===== config.mk =====
export PLATFORM = sky130hd
export DESIGN_NAME = voice_bank
export DESIGN_NICKNAME = d
export VERILOG_FILES = /design/src/rtl/voice_bank_pkg.sv /design/src/rtl/voice_env.sv /design/src/rtl/voice_bank.sv
export SDC_FILE = /design/constraint.sdc
export NUM_CORES = 1
export LEC_CHECK = 0
export ABC_CLOCK_PERIOD_IN_PS = 6300
export BUFFER_PORTS_ARGS = -buffer_cell sky130_fd_sc_hd__buf_2
export CAP_MARGIN = 15
export CORE_MARGIN = 4
export CORE_UTILIZATION = 56
export CTS_BUF_LIST = sky130_fd_sc_hd__clkbuf_16
export CTS_CLUSTER_DIAMETER = 100
export DETAILED_ROUTE_END_ITERATION = 6
export PLACE_DENSITY = 0.81
export SETUP_SLACK_MARGIN = 0.1
export SLEW_MARGIN = 25
export SYNTH_ARGS = -nofsm -noshare
export SYNTH_HDL_FRONTEND = slang
export SYNTH_SLANG_ARGS = --single-unit

===== constraint.sdc =====
create_clock -name clk -period 6.3 [get_ports clk]
set_input_delay 0.63 -clock clk [delete_from_list [all_inputs] [get_ports clk]]
set_output_delay 0.63 -clock clk [all_outputs]
set_load 0.01 [all_outputs]

===== src/rtl/voice_bank_pkg.sv =====
// voice_bank shared types: envelope states, wave select bits,
// register addresses and noise LFSR definition.
package voice_bank_pkg;

  typedef enum logic [2:0] {
    ENV_IDLE,
    ENV_ATTACK,
    ENV_DECAY,
    ENV_SUSTAIN,
    ENV_RELEASE
  } env_state_e;

  localparam int WS_SAW    = 0;
  localparam int WS_SQUARE = 1;
  localparam int WS_TRI    = 2;
  localparam int WS_NOISE  = 3;
  localparam int WS_RING   = 4;

  localparam logic [2:0] CFG_PITCH   = 3'd0;
  localparam logic [2:0] CFG_WAVE    = 3'd1;
  localparam logic [2:0] CFG_ATTACK  = 3'd2;
  localparam logic [2:0] CFG_DECAY   = 3'd3;
  localparam logic [2:0] CFG_SUSTAIN = 3'd4;
  localparam logic [2:0] CFG_RELEASE = 3'd5;
  localparam logic [2:0] CFG_GATE    = 3'd6;

  localparam int LFSR_W = 15;
  localparam logic [LFSR_W-1:0] LFSR_SEED = 15'h0001;
  localparam int LFSR_TAP_HI = 14;
  localparam int LFSR_TAP_LO = 13;

  function automatic logic [LFSR_W-1:0] lfsr_next(
    input logic [LFSR_W-1:0] s
  );
    return {s[LFSR_W-2:0], s[LFSR_TAP_HI] ^ s[LFSR_TAP_LO]};
  endfunction

endpackage


===== src/rtl/voice_env.sv =====
// voice_env: combinational ADSR step for one voice, one sample.
// A rate of zero jumps straight to the phase target.
module voice_env
  import voice_bank_pkg::*;
#(
  parameter int ENVWIDTH = 8
) (
  input  env_state_e          st_i,
  input  logic [ENVWIDTH-1:0] lvl_i,
  input  logic                gate_i,
  input  logic                pgate_i,
  input  logic [ENVWIDTH-1:0] atk_i,
  input  logic [ENVWIDTH-1:0] dec_i,
  input  logic [ENVWIDTH-1:0] sus_i,
  input  logic [ENVWIDTH-1:0] rel_i,
  output env_state_e          st_o,
  output logic [ENVWIDTH-1:0] lvl_o
);

  localparam logic [ENVWIDTH-1:0] LMAX = '1;

  env_state_e        st_e;
  logic [ENVWIDTH:0] up;

  always_comb begin
    st_e = st_i;
    if (gate_i && !pgate_i) begin
      st_e = ENV_ATTACK;
    end else if (!gate_i && (st_i == ENV_ATTACK ||
                             st_i == ENV_DECAY ||
                             st_i == ENV_SUSTAIN)) begin
      st_e = ENV_RELEASE;
    end
    up    = {1'b0, lvl_i} + {1'b0, atk_i};
    st_o  = st_e;
    lvl_o = lvl_i;
    case (st_e)
      ENV_ATTACK: begin
        if (atk_i == '0 || up >= {1'b0, LMAX}) begin
          lvl_o = LMAX;
          st_o  = ENV_DECAY;
        end else begin
          lvl_o = up[ENVWIDTH-1:0];
        end
      end
      ENV_DECAY: begin
        if (dec_i == '0 || lvl_i <= sus_i ||
            (lvl_i - sus_i) <= dec_i) begin
          lvl_o = sus_i;
          st_o  = ENV_SUSTAIN;
        end else begin
          lvl_o = lvl_i - dec_i;
        end
      end
      ENV_SUSTAIN: lvl_o = sus_i;
      ENV_RELEASE: begin
        if (rel_i == '0 || lvl_i <= rel_i) begin
          lvl_o = '0;
          st_o  = ENV_IDLE;
        end else begin
          lvl_o = lvl_i - rel_i;
        end
      end
      default: ;
    endcase
  end

endmodule


===== src/rtl/voice_bank.sv =====
// voice_bank: time-multiplexed oscillator/ADSR bank with saturating mix.
// Define VOICE_BANK_RINGMOD_EN to store wave_select bit4 (triangle ring mod).
module voice_bank
  import voice_bank_pkg::*;
#(
  parameter int NVOICES    = 4,
  parameter int BITDEPTH   = 14,
  parameter int ACCWIDTH   = 24,
  parameter int PITCHWIDTH = 21,
  parameter int ENVWIDTH   = 8
) (
  input  logic                       clk,
  input  logic                       resetn,
  input  logic                       sample_clock,
  input  logic                       cfg_we,
  input  logic [$clog2(NVOICES)-1:0] cfg_voice,
  input  logic [2:0]                 cfg_addr,
  input  logic [PITCHWIDTH-1:0]      cfg_wdata,
  output logic [BITDEPTH-1:0]        out,
  output logic                       out_valid,
  output logic                       busy
);

  localparam int VW  = $clog2(NVOICES);
  localparam int MW  = BITDEPTH + VW;
  localparam int CW  = VW + 2;
  localparam int PRW = BITDEPTH + ENVWIDTH + 1;
`ifdef VOICE_BANK_RINGMOD_EN
  localparam int WSW = WS_RING + 1;
`else
  localparam int WSW = WS_RING;
`endif
  localparam logic [CW-1:0] LAST = CW'(NVOICES + 1);
  localparam logic signed [MW-1:0] SMAX = MW'(2**(BITDEPTH-1) - 1);
  localparam logic signed [MW-1:0] SMIN = ~SMAX;

  logic sc1_q, sc1_d, sc2_q, sc2_d;
  logic busy_q, busy_d;
  logic [CW-1:0] cnt_q, cnt_d;
  logic [LFSR_W-1:0] lfsr_q, lfsr_d;
  logic s2_vld_q, s2_vld_d, s3_vld_q, s3_vld_d;
  logic signed [BITDEPTH-1:0] s2_wave_q, s2_wave_d;
  logic [ENVWIDTH-1:0] s2_lvl_q, s2_lvl_d;
  logic signed [BITDEPTH-1:0] s3_amp_q, s3_amp_d;
  logic signed [MW-1:0] mix_q, mix_d;
  logic [BITDEPTH-1:0] out_q, out_d;
  logic ov_q, ov_d;

  logic [ACCWIDTH-1:0]   acc_q [NVOICES];
  logic [ACCWIDTH-1:0]   acc_d [NVOICES];
  logic [PITCHWIDTH-1:0] pitch_q [NVOICES];
  logic [PITCHWIDTH-1:0] pitch_d [NVOICES];
  logic [WSW-1:0]        wsel_q [NVOICES];
  logic [WSW-1:0]        wsel_d [NVOICES];
  logic [ENVWIDTH-1:0]   atk_q [NVOICES];
  logic [ENVWIDTH-1:0]   atk_d [NVOICES];
  logic [ENVWIDTH-1:0]   dec_q [NVOICES];
  logic [ENVWIDTH-1:0]   dec_d [NVOICES];
  logic [ENVWIDTH-1:0]   sus_q [NVOICES];
  logic [ENVWIDTH-1:0]   sus_d [NVOICES];
  logic [ENVWIDTH-1:0]   rel_q [NVOICES];
  logic [ENVWIDTH-1:0]   rel_d [NVOICES];
  logic                  gate_q [NVOICES];
  logic                  gate_d [NVOICES];
  logic                  pgate_q [NVOICES];
  logic                  pgate_d [NVOICES];
  logic [ENVWIDTH-1:0]   lvl_q [NVOICES];
  logic [ENVWIDTH-1:0]   lvl_d [NVOICES];
  env_state_e            st_q [NVOICES];
  env_state_e            st_d [NVOICES];

  logic                       start;
  logic                       s1_vld;
  logic [VW-1:0]              s1_v;
  logic [ACCWIDTH-1:0]        s1_acc;
  logic [LFSR_W-1:0]          lfsr_nx;
  logic [WSW-1:0]             sel;
  logic [BITDEPTH-1:0]        top, raw;
  logic                       msb, fold_msb;
  logic signed [BITDEPTH-1:0] wave;
  env_state_e                 env_st;
  logic [ENVWIDTH-1:0]        env_lvl;
  logic signed [PRW-1:0]      prod;
  logic signed [MW-1:0]       mix_sum;
  logic [BITDEPTH-1:0]        sat;

  assign start   = sc1_q & ~sc2_q & ~busy_q;
  assign s1_vld  = busy_q && (cnt_q < CW'(NVOICES));
  assign s1_v    = cnt_q[VW-1:0];
  assign s1_acc  = acc_q[s1_v] + ACCWIDTH'(pitch_q[s1_v]);
  assign lfsr_nx = lfsr_next(lfsr_q);

  voice_env #(.ENVWIDTH(ENVWIDTH)) u_env (
    .st_i   (st_q[s1_v]),
    .lvl_i  (lvl_q[s1_v]),
    .gate_i (gate_q[s1_v]),
    .pgate_i(pgate_q[s1_v]),
    .atk_i  (atk_q[s1_v]),
    .dec_i  (dec_q[s1_v]),
    .sus_i  (sus_q[s1_v]),
    .rel_i  (rel_q[s1_v]),
    .st_o   (env_st),
    .lvl_o  (env_lvl)
  );

  // S1 waveform: raw shapes are offset binary, ANDed, then MSB flipped
  always_comb begin
    sel      = wsel_q[s1_v];
    top      = s1_acc[ACCWIDTH-1 -: BITDEPTH];
    msb      = s1_acc[ACCWIDTH-1];
    fold_msb = msb;
`ifdef VOICE_BANK_RINGMOD_EN
    if (sel[WS_RING]) begin
      fold_msb = msb ^ acc_q[s1_v - VW'(1)][ACCWIDTH-1];
    end
`endif
    raw = '1;
    if (sel[WS_SAW])    raw = raw & top;
    if (sel[WS_SQUARE]) raw = raw & {BITDEPTH{msb}};
    if (sel[WS_TRI])    raw = raw & ((top ^ {BITDEPTH{fold_msb}}) << 1);
    if (sel[WS_NOISE])  raw = raw & lfsr_nx[LFSR_W-1 -: BITDEPTH];
    if (sel[WS_NOISE:WS_SAW] == '0) begin
      wave = '0;
    end else begin
      wave = {~raw[BITDEPTH-1], raw[BITDEPTH-2:0]};
    end
  end

  assign prod = PRW'(s2_wave_q) * PRW'($signed({1'b0, s2_lvl_q}));
  assign mix_sum = mix_q + {{VW{s3_amp_q[BITDEPTH-1]}}, s3_amp_q};

  always_comb begin
    sc1_d     = sample_clock;
    sc2_d     = sc1_q;
    s2_vld_d  = s1_vld;
    s2_wave_d = wave;
    s2_lvl_d  = env_lvl;
    s3_vld_d  = s2_vld_q;
    s3_amp_d  = BITDEPTH'(prod >>> ENVWIDTH);
    lfsr_d    = s1_vld ? lfsr_nx : lfsr_q;
    busy_d    = busy_q;
    cnt_d     = cnt_q;
    mix_d     = mix_q;
    out_d     = out_q;
    ov_d      = 1'b0;
    if (mix_sum > SMAX) begin
      sat = SMAX[BITDEPTH-1:0];
    end else if (mix_sum < SMIN) begin
      sat = SMIN[BITDEPTH-1:0];
    end else begin
      sat = mix_sum[BITDEPTH-1:0];
    end
    if (start) begin
      busy_d = 1'b1;
      cnt_d  = '0;
      mix_d  = '0;
    end else if (busy_q) begin
      cnt_d = cnt_q + CW'(1);
      if (s3_vld_q) mix_d = mix_sum;
      if (cnt_q == LAST) begin
        busy_d = 1'b0;
        ov_d   = 1'b1;
        out_d  = sat;
      end
    end
  end

  // config writes never collide with S1: S1 only touches voice state
  always_comb begin
    acc_d   = acc_q;
    pitch_d = pitch_q;
    wsel_d  = wsel_q;
    atk_d   = atk_q;
    dec_d   = dec_q;
    sus_d   = sus_q;
    rel_d   = rel_q;
    gate_d  = gate_q;
    pgate_d = pgate_q;
    lvl_d   = lvl_q;
    st_d    = st_q;
    if (cfg_we) begin
      case (cfg_addr)
        CFG_PITCH:   pitch_d[cfg_voice] = cfg_wdata;
        CFG_WAVE:    wsel_d[cfg_voice]  = cfg_wdata[WSW-1:0];
        CFG_ATTACK:  atk_d[cfg_voice]   = cfg_wdata[ENVWIDTH-1:0];
        CFG_DECAY:   dec_d[cfg_voice]   = cfg_wdata[ENVWIDTH-1:0];
        CFG_SUSTAIN: sus_d[cfg_voice]   = cfg_wdata[ENVWIDTH-1:0];
        CFG_RELEASE: rel_d[cfg_voice]   = cfg_wdata[ENVWIDTH-1:0];
        CFG_GATE:    gate_d[cfg_voice]  = cfg_wdata[0];
        default: ;
      endcase
    end
    if (s1_vld) begin
      acc_d[s1_v]   = s1_acc;
      lvl_d[s1_v]   = env_lvl;
      st_d[s1_v]    = env_st;
      pgate_d[s1_v] = gate_q[s1_v];
    end
  end

  always_ff @(posedge clk or negedge resetn) begin
    if (!resetn) begin
      sc1_q     <= 1'b0;
      sc2_q     <= 1'b0;
      busy_q    <= 1'b0;
      cnt_q     <= '0;
      lfsr_q    <= LFSR_SEED;
      s2_vld_q  <= 1'b0;
      s2_wave_q <= '0;
      s2_lvl_q  <= '0;
      s3_vld_q  <= 1'b0;
      s3_amp_q  <= '0;
      mix_q     <= '0;
      out_q     <= '0;
      ov_q      <= 1'b0;
      for (int i = 0; i < NVOICES; i++) begin
        acc_q[i]   <= '0;
        pitch_q[i] <= '0;
        wsel_q[i]  <= '0;
        atk_q[i]   <= '0;
        dec_q[i]   <= '0;
        sus_q[i]   <= '0;
        rel_q[i]   <= '0;
        gate_q[i]  <= 1'b0;
        pgate_q[i] <= 1'b0;
        lvl_q[i]   <= '0;
        st_q[i]    <= ENV_IDLE;
      end
    end else begin
      sc1_q     <= sc1_d;
      sc2_q     <= sc2_d;
      busy_q    <= busy_d;
      cnt_q     <= cnt_d;
      lfsr_q    <= lfsr_d;
      s2_vld_q  <= s2_vld_d;
      s2_wave_q <= s2_wave_d;
      s2_lvl_q  <= s2_lvl_d;
      s3_vld_q  <= s3_vld_d;
      s3_amp_q  <= s3_amp_d;
      mix_q     <= mix_d;
      out_q     <= out_d;
      ov_q      <= ov_d;
      acc_q     <= acc_d;
      pitch_q   <= pitch_d;
      wsel_q    <= wsel_d;
      atk_q     <= atk_d;
      dec_q     <= dec_d;
      sus_q     <= sus_d;
      rel_q     <= rel_d;
      gate_q    <= gate_d;
      pgate_q   <= pgate_d;
      lvl_q     <= lvl_d;
      st_q      <= st_d;
    end
  end

  assign out       = out_q;
  assign out_valid = ov_q;
  assign busy      = busy_q;

endmodule

==> results by stage, run 1 <==
Logic synthesis:
- The share of synthesized area in the top cell type comes to 0.432.
- By count the netlist is led by 466 x sky130_fd_sc_hd__dfrtp_1, 267 x sky130_fd_sc_hd__nand2_1, 257 x sky130_fd_sc_hd__mux2_2.
- After synthesis the netlist holds a flip-flop and latch count of 467.
- The number of nets handed over by synthesis was 2559.
- sky130_fd_sc_hd__dfrtp_1 takes more of the synthesized area than any other cell.
- The most repeated cell in the gate-level netlist after synthesis is sky130_fd_sc_hd__dfrtp_1.
- The summed instance area of the synthesized netlist is 0.0270 mm².
- In this run, synthesis inferred 0 flip-flops with an integrated enable.
- Of the synthesized area, sequential elements account for 0.433.
- The number of different library cells used by synthesis comes to 84.
- The number of warnings issued by yosys is 0.
- The synthesized netlist cell count is 2318.
- The most common flop cell mapped by yosys is sky130_fd_sc_hd__dfrtp_1.
- For this run, asynchronously set or reset flops after synthesis account for 1.00.
- The synthesized area per cell is 11.6 µm².
- Ranked by total cell area, the synthesized netlist is headed by sky130_fd_sc_hd__dfrtp_1 43%, sky130_fd_sc_hd__mux2_2 11%, sky130_fd_sc_hd__mux4_2 7.8%.

Floorplan:
- The starting utilization of the core area is 0.566.
- In this run the standard cell core region covers 0.0476 mm².
- The number of rows created at floorplan is 80.
- The die height is 227 µm.
- The total I/O pin count is 46.
- The full die area is 0.0517 mm².
- The horizontal die dimension is 227 µm.

Worst setup path:
- The timing startpoint of the critical path is s2_lvl_q[2].
- The path depth of the worst reg2reg path is 18.
- For flop-to-flop paths, the worst setup slack is 0.97 ns.
- The endpoint arrival time on the critical path is 5.79 ns.
- Walking the worst path, the cells encountered are nand2_1, fa_1, inv_1, fa_1, fa_1, inv_1, fa_1, inv_1, ha_1, or4_1, o21ai_0, or3_1, o311ai_2, o211a_1, o21a_1, o21a_1, nor4_1, a311oi_1.
- The cell repeated most along the worst path is sky130_fd_sc_hd__fa_1.
- The worst setup path is of the flip-flop to flip-flop kind.
- The maximum fanout along the worst path is 14.
- The worst endpoint required time is 6.76 ns.
- STA classifies the critical path startpoint as a flip-flop.
- The cell family with the largest share of critical-path delay is adder cells.
- The cell type of the slowest stage on the worst timing path is sky130_fd_sc_hd__dfrtp_1.
- The element type at the critical path end is a flip-flop.
- The combined buffer and inverter count along the critical path is 3.
- The largest stage delay on the critical path is 0.60 ns.
- The startpoint identified for the worst register-to-register timing path is s2_lvl_q[2].
- In this run the critical register-to-register path is captured at s3_amp_q[13].

STA:
- The accumulated negative setup slack is 0 ns.
- The time the worst path needs with I/O delays and setup is 5.33 ns.
- The maximum achievable frequency is 188 MHz.
- The final-report max-slew violation count is 0.
- The post-route clock skew is 0.0588 ns.
- The number of failing hold endpoints at the final stage is 0.
- Measured against its own limit, the worst slew margin works out to 0.370.
- Setup violations remaining at the end of the flow were counted as 0.
- Of the available clock period, the critical path in the final layout requires 0.845.
- Setup repair after global routing left no endpoint under its margin.
- The actual slew at the worst max-slew pin is 0.944 ns.
- The worst hold margin is 0.0803 ns.

Place:
- Input and output buffers added on the ports amount to 45.
- The sum of net half-perimeters after detailed placement is 42500 µm.
- Routability-driven placement finished with a final weighted congestion of 0.898.

Routing:
- The antenna violation net count after detailed routing is 0.
- The final wirelength is 60900 µm.
- Dividing the detail-routed wire length by the instance count gives 20.5 µm.
- The first detailed-routing pass took 5 iterations.
- The iteration-0 DRC count of the detailed router is 1342.
- The final route contains 18200 vias.
- After detailed routing, the number of remaining DRC violations is 0.
- The routed via count divided by cell count is 6.11.

Global route:
- The number of antenna violations at the first check in global routing is 0.
- For this run the aggregate overflow at the end of global routing stands at 0.
- The via count of the first global-routing pass is 19400.
- The global-route wire length before repair is 101000 µm.
- The overall global routing resource usage is 0.243.
- Entering global routing, the biggest net connects 123 pins.

Finish:
- The fraction of layout cells with a size suffix above 1 is 0.219.
- The filler cells instantiated in the layout total 3594.
- The area occupied by multi-input gates is 0.0142 mm².
- The post-layout net count is 2564.
- Registers take 0.0117 mm².
- The relative area change from synthesis to final layout is 8.34%.
- 0 antenna diodes ended up in the layout.

Clock tree:
- Hold repair after CTS inserted 0 buffers.
- The register clock-pin slew on the reported worst setup and hold paths is 0.06 ns.
- The H-tree was split into 2 levels.
- The sink count of the clock tree is 467.
- Clock tree synthesis selected as its root buffer the cell sky130_fd_sc_hd__clkbuf_16.
- The TritonCTS clock tree is done.
- The clock reaches the later pin of the worst-skew pair after 0.61 ns.
- Buffers added to address setup during post-CTS repair amount to 0.
- The maximum buffer depth of the clock tree is 3.
- The number of buffers added by the clock tree synthesis step is 49.
- The post-cts resize count is 0.

Outcome:
- The flow ran to the end, and the final reports show no timing, DRC or antenna violations.

Flow run:
- The number of max-capacitance violations reported is 0.

Min path:
- The min-delay analysis places its worst path in the category input port to asynchronous set/reset pin.
==> per-stage QoR <==
step	util	std cells	instance area (µm²)	worst slack, ns
floorplan	-	2318	27000	1.01
global placement	0.581	2887	27700	1.11
detailed placement	0.581	2887	27700	0.940
CTS	0.613	2974	29200	0.979
global route	0.613	2974	29200	0.555
finish	0.613	2974	29200	0.973
==> final cells by class <==
cell class | count | share of cell area
sequential | 467 | 0.400
multi-input combinational | 1573 | 0.486
tap | 615 | 0.0263
clock buffer | 49 | 0.0420
inverter | 166 | 0.0213
timing repair buffer | 66 | 0.0140
clock inverter | 38 | 0.0103
==> routing by layer <==
metal | global-route usage | up-vias | routed length [µm]
met3 | 0.0387 | 140 | 3220
li1 | - | 8161 | -
met4 | 0.0785 | 0 | 1870
met5 | 0 | - | 0
met1 | 0.327 | 9328 | 25800
met2 | 0.412 | 552 | 30000
==> worst max path at each step <==
| stage | to | slack, ns | cells after the start |
|---|---|---|---|
| finish | s3_amp_q[13] | 0.97 | 18 |
| detailed placement | s3_amp_q[13] | 0.94 | 18 |
| floorplan | lvl_q[12] | 1.01 | 23 |
| CTS | s3_amp_q[13] | 0.98 | 18 |
| global route | s3_amp_q[13] | 0.56 | 18 |
| global placement | s3_amp_q[13] | 1.11 | 18 |
==> logic make-up after synthesis <==
group                      Yosys count  share of synthesized area
AOI/OAI and AO/OA                  390                     0.0971
xor gates and xnor gates            85                     0.0276
adders and majority gates          211                      0.124
buffers and inverters              278                     0.0411
DFF                                467                      0.433
muxes                              351                      0.185
and+or+nand+nor                    536                     0.0917
==> flip-flops by register name, indices dropped and copies added (netlist names), 4 cells and up <==
signal	cells
acc_q	96
atk_q	32
cnt_q	4
dec_q	32
gate_q	4
lfsr_q	15
lvl_q	32
mix_q	16
out	14
pgate_q	4
pitch_q	84
rel_q	32
s2_lvl_q	8
s2_wave_q	14
s3_amp_q	14
st_q	12
sus_q	32
wsel_q	16
==> cell usage in the layout, fill, tap and decap left out, types with 15 or more instances in the layout <==
master | Yosys | final
sky130_fd_sc_hd__buf_2 | 12 | 44
sky130_fd_sc_hd__a211oi_1 | 15 | 15
sky130_fd_sc_hd__inv_1 | 165 | 174
sky130_fd_sc_hd__mux2_2 | 257 | 257
sky130_fd_sc_hd__nand2_1 | 267 | 265
sky130_fd_sc_hd__nor3_1 | 17 | 17
sky130_fd_sc_hd__buf_4 | 2 | 19
sky130_fd_sc_hd__nor2b_1 | 19 | 19
sky130_fd_sc_hd__nand3_1 | 17 | 17
sky130_fd_sc_hd__and2_1 | 74 | 74
sky130_fd_sc_hd__clkbuf_16 | 0 | 49
sky130_fd_sc_hd__dfrtp_1 | 466 | 464
sky130_fd_sc_hd__fa_1 | 93 | 93
sky130_fd_sc_hd__o21ai_0 | 157 | 157
sky130_fd_sc_hd__nor2_1 | 82 | 81
sky130_fd_sc_hd__xor2_1 | 31 | 31
sky130_fd_sc_hd__a21o_1 | 21 | 21
sky130_fd_sc_hd__a22o_1 | 17 | 17
sky130_fd_sc_hd__mux4_2 | 93 | 93
sky130_fd_sc_hd__a21oi_1 | 53 | 53
sky130_fd_sc_hd__ha_1 | 118 | 118
sky130_fd_sc_hd__a221oi_1 | 19 | 19
sky130_fd_sc_hd__xnor2_1 | 54 | 53
Power of run 1 is not shown: default switching activity piles up to over one toggle a cycle in this logic, so the estimate is an artifact.
==> inputs of run 2 (changes only) <==
--- a/config.mk
+++ b/config.mk
@@ -5,7 +5,7 @@
 export SDC_FILE = /design/constraint.sdc
 export NUM_CORES = 1
 export LEC_CHECK = 0
-export ABC_CLOCK_PERIOD_IN_PS = 6300
+export ABC_CLOCK_PERIOD_IN_PS = 5100
 export BUFFER_PORTS_ARGS = -buffer_cell sky130_fd_sc_hd__buf_2
 export CAP_MARGIN = 15
 export CORE_MARGIN = 4
==> constraint.sdc (replaced) <==
create_clock -name clk -period 5.1 [get_ports clk]
set_input_delay 0.51 -clock clk [delete_from_list [all_inputs] [get_ports clk]]
set_output_delay 0.51 -clock clk [all_outputs]
set_load 0.01 [all_outputs]
==> results by stage, run 2 (synthesized netlist as in run 1, its figures left out) <==
Floorplan:
- The total I/O pin count is 46 (unchanged).
- The horizontal die dimension came to 227 µm (unchanged).
- The die height is 227 µm (unchanged).
- The number of rows created at floorplan is 80 (unchanged).
- The full die area is 0.0517 mm² (unchanged).
- The area inside the core boundary came to 0.0476 mm² (unchanged).
- The starting utilization of the core area was 0.566 (unchanged).

Global route:
- The via count of the first global-routing pass was 20000 (+3.2%).
- The routing usage on met3 is 0.0315 (-0.00722).
- The global routing stage identified its most utilized layer as met2.
- The number of antenna violations at the first check in global routing is 1 (+1).
- The met1 capacity usage during global routing is 0.325 (-0.00166).
- The total overflow reported by the global router came to 0 (unchanged).
- The maximum number of pins on one net before global-route repair is 140 (+14%).
- The overall global routing resource usage is 0.245 (+0.00175).
- The met2 global-route usage is 0.421 (+0.00966).
- The global-route wire length before repair is 102000 µm (+0.70%).

Worst setup path:
- The cell type of the slowest stage on the worst timing path is sky130_fd_sc_hd__fa_1.
- The maximum fanout along the worst path is 4 (-10).
- The largest stage delay on the critical path is 0.56 ns (-0.04 ns).
- The cell repeated most along the worst path is sky130_fd_sc_hd__fa_1.
- STA classifies the critical path endpoint as a flip-flop.
- The path depth of the worst reg2reg path is 18 (unchanged).
- Walking the worst path, the cells encountered are buf_4, nand2_1, fa_1, inv_1, fa_1, fa_1, fa_1, ha_4, or4_4, o21ai_4, or3_4, o311ai_4, o211a_1, o21a_1, o21a_1, buf_6, nor2_4, xnor2_1.
- The endpoint arrival time on the critical path is 5.41 ns (-0.38 ns).
- The worst setup path is of the flip-flop to flip-flop kind.
- The worst endpoint required time is 5.61 ns (-1.15 ns).
- The type of origin of the critical path is a flip-flop.

STA:
- The actual slew at the worst max-slew pin was 0.910 ns (-0.0340 ns).
- The relative max-transition margin is 0.393 (+0.0226).
- The final-report max-slew violation count is 0 (unchanged).
- The post-route clock skew is 0.0431 ns (-0.0157 ns).
- The accumulated negative setup slack is 0 ns (unchanged).
- The maximum achievable frequency is 204 MHz (+8.8%).
- The setup violation total in the final timing report was 0 (unchanged).
- The worst hold margin was 0.0432 ns (-0.0371 ns).
- The time the worst path needs with I/O delays and setup is 4.90 ns (-0.429 ns).
- The final period utilization is 0.960 (+0.115).
- Setup repair after global routing could not meet its margin everywhere.
- The number of failing hold endpoints at the final stage is 0 (unchanged).

Finish:
- The register ranked first by flip-flop count is acc_q.
- The area occupied by multi-input gates was 0.0144 mm² (+1.2%).
- In the final layout, the registers with the most flip-flops are acc_q (96), pitch_q (84).
- The post-layout net count is 2623 (+2.3%).
- The fraction of layout cells with a size suffix above 1 was 0.252 (+0.0334).
- The flip-flop count of the largest register, all copies and words added was 96 (unchanged).
- The number of diodes added for antenna fixing is 0 (unchanged).
- The footprint of the flip-flops and latches was 0.0117 mm² (+0.13%).
- Leaving out fill and tap cells, the most frequent cell in the layout is sky130_fd_sc_hd__dfrtp_1.
- Relative to the synthesized area, the layout overhead comes to 11.2%.
- In the layout the commonest cells are 452 x sky130_fd_sc_hd__dfrtp_1, 264 x sky130_fd_sc_hd__nand2_1, 257 x sky130_fd_sc_hd__mux2_2.
- The number of inserted filler cells in the final layout is 3478 (-3.2%).

Outcome:
- The run finished with clean final reports.

Routing:
- The count of unresolved DRC violations after routing is 0 (unchanged).
- The antenna violation net count after detailed routing came to 0 (unchanged).
- The mean routed wirelength per cell is 20.4 µm (-0.41%).
- The total vias in the final route is 18500 (+1.9%).
- The routed via count divided by cell count came to 6.11 (-0.11%).
- The first-pass iteration count of the detailed router came to 5 (unchanged).
- The final wirelength was 61900 µm (+1.6%).
- The iteration-0 DRC count of the detailed router is 1464 (+9.1%).

Clock tree:
- The register clock-pin slew on the reported worst setup and hold paths came to 0.07 ns (about the same).
- CTS placed an instance of sky130_fd_sc_hd__clkbuf_16 at the clock tree root.
- The H-tree depth is 2 (unchanged).
- The source-to-sink clock delay at the later pin of the worst-skew pair was 0.61 ns (about the same).
- The sink count of the clock tree was 467 (unchanged).
- The number of buffers added by the clock tree synthesis step is 48 (-2.0%).
- The maximum buffer depth of the clock tree is 3 (unchanged).
- The TritonCTS clock tree is done.

Place:
- The count of input and output buffers came to 45 (unchanged).
- The weighted congestion at the end of routability-driven global placement is 0.911 (+1.3%).
- The sum of net half-perimeters after detailed placement is 43200 µm (+1.7%).

Min path:
- The worst hold path cell count is 1.
- The worst hold path belongs to the class input port to flip-flop.

Flow run:
- The number of max-capacitance violations reported was 0 (unchanged).
run 2: worst max-delay path, delay by kind of cell (launching register included):
family	cells	cell delay [ns]
and+or+nand+nor	4	0.83
buffers and inverters	3	0.31
adders and majority gates	5	2.28
AOI/OAI and AO/OA	5	0.86
DFF	1	0.41
xor gates and xnor gates	1	0.12
run 2: per-layer routing:
metal	part of all wire	wire length, µm
met5	0.00021	13
met4	0.034	2120
met3	0.050	3090
met2	0.50	30700
met1	0.42	26000
run 2: cell type report:
type                       count  area share
multi-input combinational   1573       0.479
sequential                   467       0.390
clock buffer                  48      0.0401
timing repair buffer         126      0.0310
tap                          615      0.0257
inverter                     166      0.0208
clock inverter                39      0.0131
run 2: worst paths after layout:
path / startpoint / endpoint / slack (ns)
max: s2_wave_q[7] / s3_amp_q[12] / 0.20
min: sample_clock / sc1_q / 0.04
max reg2reg: s2_wave_q[7] / s3_amp_q[12] / 0.20
min reg2reg: s2_vld_q / s3_vld_q / 0.36
max in group asynchronous: resetn / sus_q[0] / 3.21
min in group asynchronous: resetn / mix_q[12] / 0.55
run 2: through the flow:
stage                     instances  utilization  worst slack (ns)  area (µm²)
after floorplan                2318            -             0.107       27000
after global placement         2920        0.587            0.0734       28000
after detailed placement       2920        0.588           -0.0769       28000
after CTS                      3019        0.625             0.108       29800
after global routing           3034        0.629            0.0543       30000
final                          3034        0.629             0.202       30000
run 2: timing repair:
item                                   CTS  global route
endpoints found under the hold margin    7             0
setup buffers                           11            15
gates cloned                             0             0
hold buffers                             1             0
setup endpoints to repair                2            26
pin swaps                               11            22
gates resized for setup                 20            23
Power of run 2 is left out for the same reason.
